<file path="config.mk">
export PLATFORM = sky130hd
export DESIGN_NAME = serial_word_driver
export DESIGN_NICKNAME = d
export VERILOG_FILES = /design/src/rtl/serial_pkg.sv /design/src/rtl/shift_reg_lsb.sv /design/src/rtl/serial_word_driver.sv
export SDC_FILE = /design/constraint.sdc
export NUM_CORES = 1
export LEC_CHECK = 0
export CORE_MARGIN = 1.5
export CORE_UTILIZATION = 40
export CTS_CLUSTER_SIZE = 12
export DETAILED_ROUTE_END_ITERATION = 10
export PLACE_DENSITY = 0.64
export REMOVE_ABC_BUFFERS = 1
export SLEW_MARGIN = 20
export SYNTH_ARGS = -nofsm -noshare
export SYNTH_HDL_FRONTEND = slang
export SYNTH_SLANG_ARGS = --single-unit
</file>
<file path="constraint.sdc">
create_clock -name clk -period 2.1 [get_ports clk]
set_input_delay 0.315 -clock clk [delete_from_list [all_inputs] [get_ports clk]]
set_output_delay 0.315 -clock clk [all_outputs]
set_load 0.01 [all_outputs]
</file>
<file path="src/rtl/serial_pkg.sv">
// Shared types and sizing for the serial complementer driver.
package serial_pkg;

  typedef enum logic [2:0] {
    IDLE  = 3'd0,
    CLEAR = 3'd1,
    SHIFT = 3'd2,
    DRAIN = 3'd3,
    DONE  = 3'd4
  } state_t;

  localparam int DEF_WIDTH = 8;

  // Bit-counter width for a given word length (word length is at least 2).
  function automatic int cnt_width(input int width);
    return $clog2(width);
  endfunction

endpackage

</file>
<file path="src/rtl/shift_reg_lsb.sv">
// Parallel-load shift register: shifts right, serial in at MSB, serial out is q[0].
module shift_reg_lsb #(
  parameter int WIDTH = 8
) (
  input  logic             clk,
  input  logic             reset,
  input  logic             load,
  input  logic [WIDTH-1:0] load_data,
  input  logic             shift,
  input  logic             sin,
  output logic [WIDTH-1:0] q
);

  // Load has priority over shift; reset clears the contents.
  always_ff @(posedge clk) begin
    if (!reset) begin
      q <= '0;
    end else if (load) begin
      q <= load_data;
    end else if (shift) begin
      q <= {sin, q[WIDTH-1:1]};
    end
  end

endmodule

</file>
<file path="src/rtl/serial_word_driver.sv">
// Drives a word LSB-first into the serial complementer and collects its
// registered serial output back into a parallel result with an error flag.
//
// state | meaning
// IDLE  | waiting for a word, in_ready high
// CLEAR | one-cycle clear pulse to the complementer
// SHIFT | WIDTH cycles driving TX bits; captures start one cycle late
// DRAIN | captures the last returned bit
// DONE  | result held until res_ready
module serial_word_driver
  import serial_pkg::*;
#(
  parameter int WIDTH = DEF_WIDTH
) (
  input  logic             clk,
  input  logic             reset,
  input  logic             in_valid,
  input  logic [WIDTH-1:0] in_data,
  output logic             in_ready,
  output logic             ser_out,
  output logic             ser_clr,
  input  logic             ser_in,
  output logic             res_valid,
  output logic [WIDTH-1:0] res_data,
  output logic             res_err,
  input  logic             res_ready
);

  localparam int CW = cnt_width(WIDTH);
  localparam logic [CW-1:0] LAST = CW'(WIDTH - 1);

  state_t           state;
  logic [CW-1:0]    cnt;
  logic [WIDTH-1:0] word;
  logic [WIDTH-1:0] tx_q;
  logic [WIDTH-1:0] rx_q;
  logic [WIDTH-1:0] neg_word;
  logic             tx_load;
  logic             tx_shift;
  logic             rx_shift;

  assign tx_load  = (state == IDLE) && in_valid;
  assign tx_shift = (state == SHIFT);
  // The complementer output is registered, so the first returned bit
  // only appears in SHIFT cycle 1 and the last one in DRAIN.
  assign rx_shift = ((state == SHIFT) && (cnt != '0)) || (state == DRAIN);

  shift_reg_lsb #(.WIDTH(WIDTH)) u_tx (
    .clk       (clk),
    .reset     (reset),
    .load      (tx_load),
    .load_data (in_data),
    .shift     (tx_shift),
    .sin       (1'b0),
    .q         (tx_q)
  );

  shift_reg_lsb #(.WIDTH(WIDTH)) u_rx (
    .clk       (clk),
    .reset     (reset),
    .load      (1'b0),
    .load_data ('0),
    .shift     (rx_shift),
    .sin       (ser_in),
    .q         (rx_q)
  );

  // Sequencer: state, bit counter and the reference copy of the word.
  always_ff @(posedge clk) begin
    if (!reset) begin
      state <= IDLE;
      cnt   <= '0;
      word  <= '0;
    end else begin
      case (state)
        IDLE: begin
          if (in_valid) begin
            word  <= in_data;
            cnt   <= '0;
            state <= CLEAR;
          end
        end
        CLEAR: state <= SHIFT;
        SHIFT: begin
          cnt <= cnt + 1'b1;
          if (cnt == LAST) state <= DRAIN;
        end
        DRAIN: state <= DONE;
        DONE: begin
          if (res_ready) state <= IDLE;
        end
        default: state <= IDLE;
      endcase
    end
  end

  // Reference two's complement; carry out is dropped by the width.
  assign neg_word = ~word + WIDTH'(1);

  assign in_ready  = (state == IDLE);
  assign ser_out   = (state == SHIFT) ? tx_q[0] : 1'b0;
  // Held high during reset so the complementer is cleared alongside us.
  assign ser_clr   = (state == CLEAR) || !reset;
  assign res_valid = (state == DONE);
  assign res_data  = rx_q;
  assign res_err   = (state == DONE) && (rx_q != neg_word);

endmodule

</file>
==> run metrics <==
Final setup viols=0; Syn Std Cell Area=approximately 1600 um^2; P&R area growth vs syn=25.95%; total wire length=about 3300 um; worst path cell trace=inv_1, ha_2, buf_6, xor2_1, a21oi_1, o21ai_1, o21ai_1, a41oi_1, buf_2; Pre-antenna DRT Iters=4; slowest CP cell=dfxtp_2; worst setup margin=just over 0.05 ns; Worst-Margin Slew=0.3998 ns; Antenna Nets Post-Route=0; Detail Placement HPWL=2467 um; width of the die=66.65 um; Worst Setup Start Kind=register; Static Leak=about 0.76 nW; port buffer count=25; Ys Warns=0; Worst Hold Path Cells=2; Sw Ratio=between 20% and 30%; # rows=22; H-tree Lvls=2; starting density of the core=between 40% and 50%; Final nets=roughly 230; Clock Tree Buf Depth=2; Hold Fails Final Rpt=0; clock sink count=30; initial antenna violation count=0; Placer Congestion=between 0.8 and 0.9; RSZ-0062 raised after global routing=yes; I/O Pins=26; cts hold-fix bufs=0; utilization after layout=54.11%; Top Family by Delay on Critical Path=compound AO/OA/AOI/OAI gates; Hold Path End=u_tx.q[7]$_SDFFE_PN0P_; post-synth cell types=36; GRT overflow=0; drt via density=around 5; VDD IR-drop max=0.3822 mV; power share of the sequential group=between 40% and 50%; worst path bufs/invs=3; core outline area=about 3800 um^2; HP Start=u_tx.q[7]$_SDFFE_PN0P_; Synth area leaders=dfxtp_1, mux2i_1, nand2_1; ANT cells=0; CP dominant cell by count=o21ai_1; pre-CTS setup slack=-0.1025 ns; initial drt markers=46; register area=between 600 and 700 um^2; worst r2r src=state[2]$_SDFFE_PN0P_; clock root cell=clkbuf_8; share of layout cells above drive strength 1=14.29%; GRT Total Usage=~17%; status=complete, no violations; largest net degree at the start of global routing=30; worst path required time=1.78 ns; Worst-Skew Late Latency=around 0.28 ns; Pint=1.004 mW; die area=between 4000 and 5000 um^2; r2r worst-path depth=6; f_max=488.3 MHz; R2R Setup Slk=about 0.63 ns; multi-input gate area in the final layout=about 940 um^2; Mapped Cells=175; min Tclk post-route=~2 ns; final slew viol count=0; delay of the slowest critical-path stage=approximately 0.33 ns; max cap viols=0; Sw Pwr=0.3742 mW; Cell Pwr Density=675.4 nW/um^2; vias in the first global route=1268; DR WL/cell=12.94 um; Arr. time, crit path=1.73 ns; first-pass GRT wire length=5582 um; Seq cells post-synth=30; total CTS buffers=5; crit end category=output pin; register area share after synthesis=a little under two fifths; Final period util=a little over nine tenths; CTS tree=yes; Yosys top cell area share=between 30% and 40%; CP Max Fanout=6; Slew headroom=about three quarters; clock share of power=roughly a third; Layout fillers=roughly 340; clock-pin slew on the worst setup and hold paths=~0.07 ns; Final Skew=0.007152 ns; Tot Pwr=about 1.4 mW; worst hold path type=reg2reg; Comb pwr share=about a fifth; Chip Height=roughly 67 um; FF-to-FF End=u_tx.q[5]$_SDFFE_PN0P_; CP Class=reg2out; total number of vias=1284; Yosys top cell by area=dfxtp_1; DRC=0; Avg Cell Area, Syn=between 9 and 10 um^2
repair_timing:
item	in CTS	in global routing
setup buffers	0	0
pin swaps	3	4
resized for setup	4	8
setup endpoints to repair	1	3
state kept, by name, indices dropped and copies added, names as in the netlist:
name,cells
cnt,3
word,8
state,3
u_tx.q,8
u_rx.q,8
how the worst max path moves through the flow:
stage                         start       to  slack, ns  depth (start not counted)
4_1_cts        word[1]$_SDFFE_PN0P_  res_err       0.01                          8
3_3_place_gp   word[1]$_SDFFE_PN0P_  res_err      -0.02                          9
6_report       word[1]$_SDFFE_PN0P_  res_err       0.05                          9
5_1_grt        word[0]$_SDFFE_PN0P_  res_err      -0.04                          9
3_5_place_dp   word[1]$_SDFFE_PN0P_  res_err      -0.10                          9
2_1_floorplan  word[0]$_SDFFE_PN0P_  res_err       0.28                          7
cells by family (layout without fill, tap and decap cells):
logic type | count (synthesis) | after routing | share of synthesized area (%)
flops | 30 | 30 | 37.07
fa+ha+maj | 4 | 4 | 3.089
xor+xnor | 10 | 10 | 5.405
mux | 18 | 18 | 11.12
compound gates | 33 | 33 | 13.44
simple gates | 66 | 66 | 24.56
buf+inv | 14 | 49 | 5.327
per-layer routing:
layer	global-route usage, %	up-vias	wire (um)
met5	0	-	0
met4	8.929	0	55
met2	28.00	26	1565
met3	5.068	5	148
met1	19.73	594	1569
li1	-	659	-
tightest hold or removal path: stages, from the launching register on:
cell and delay (ns):
dfxtp_1 0.31, nand2_1 0.05, a21boi_0 0.07
final cells by class:
type,count,share of cell area (%)
clock inverters,1,0.2452
clock buffers,7,4.231
multi-input cells,131,45.98
well taps,48,2.943
inverters,6,1.104
repair buffers,35,15.88
flip-flops and latches,30,29.61
cell usage after synthesis (all sizes together):
library cell,instances
and3b,1
a22oi,1
a32oi,1
ha,4
nand3,1
a21boi,9
dfxtp,30
o21ai,12
a21oi,5
nor4,1
nor2,8
nand2,24
nor2b,10
o22ai,2
o211ai,1
nor3,5
xor2,4
or2,1
nor4b,1
mux2i,18
nand2b,3
buf,5
clkbuf,3
a41oi,1
xnor2,6
o41ai,1
and2,11
inv,6
cells in the final DEF (no fill, tap or decap), types with 2 or more instances in the layout:
master and count:
clkbuf_8 6, and2_1 10, nor2b_1 10, a21oi_1 4, buf_4 9, xnor2_1 6, nor2_1 7, o21ai_0 9
dfxtp_1 27, mux2i_1 18, inv_1 6, dfxtp_2 3, nor3_1 4, o21ai_1 3, ha_1 3, a21boi_0 9
nand2_1 24, nand2b_1 2, clkdlybuf4s50_1 24, xor2_1 4, o22ai_1 2
power groups by stage:
stage	clock, mW	combinational (mW)	sequential [mW]
after floorplan	0	0.170	0.639
after global placement	0	0.257	0.637
after detailed placement	0	0.264	0.638
after CTS	0.490	0.266	0.626
after global routing	0.524	0.298	0.631
final	0.481	0.270	0.627
stage by stage:
step	instance area (um^2)	hold slack (ns)	setup TNS (ns)	std cells
global placement	1942	0.4582	-0.01754	250
CTS	2028	0.4853	0	258
global route	2041	0.5180	-0.03672	258
detailed placement	1942	0.4767	-0.1025	250
finish	2041	0.4773	0	258
floorplan	1556	0.4367	0	167
(Power assumes the default switching activity.)
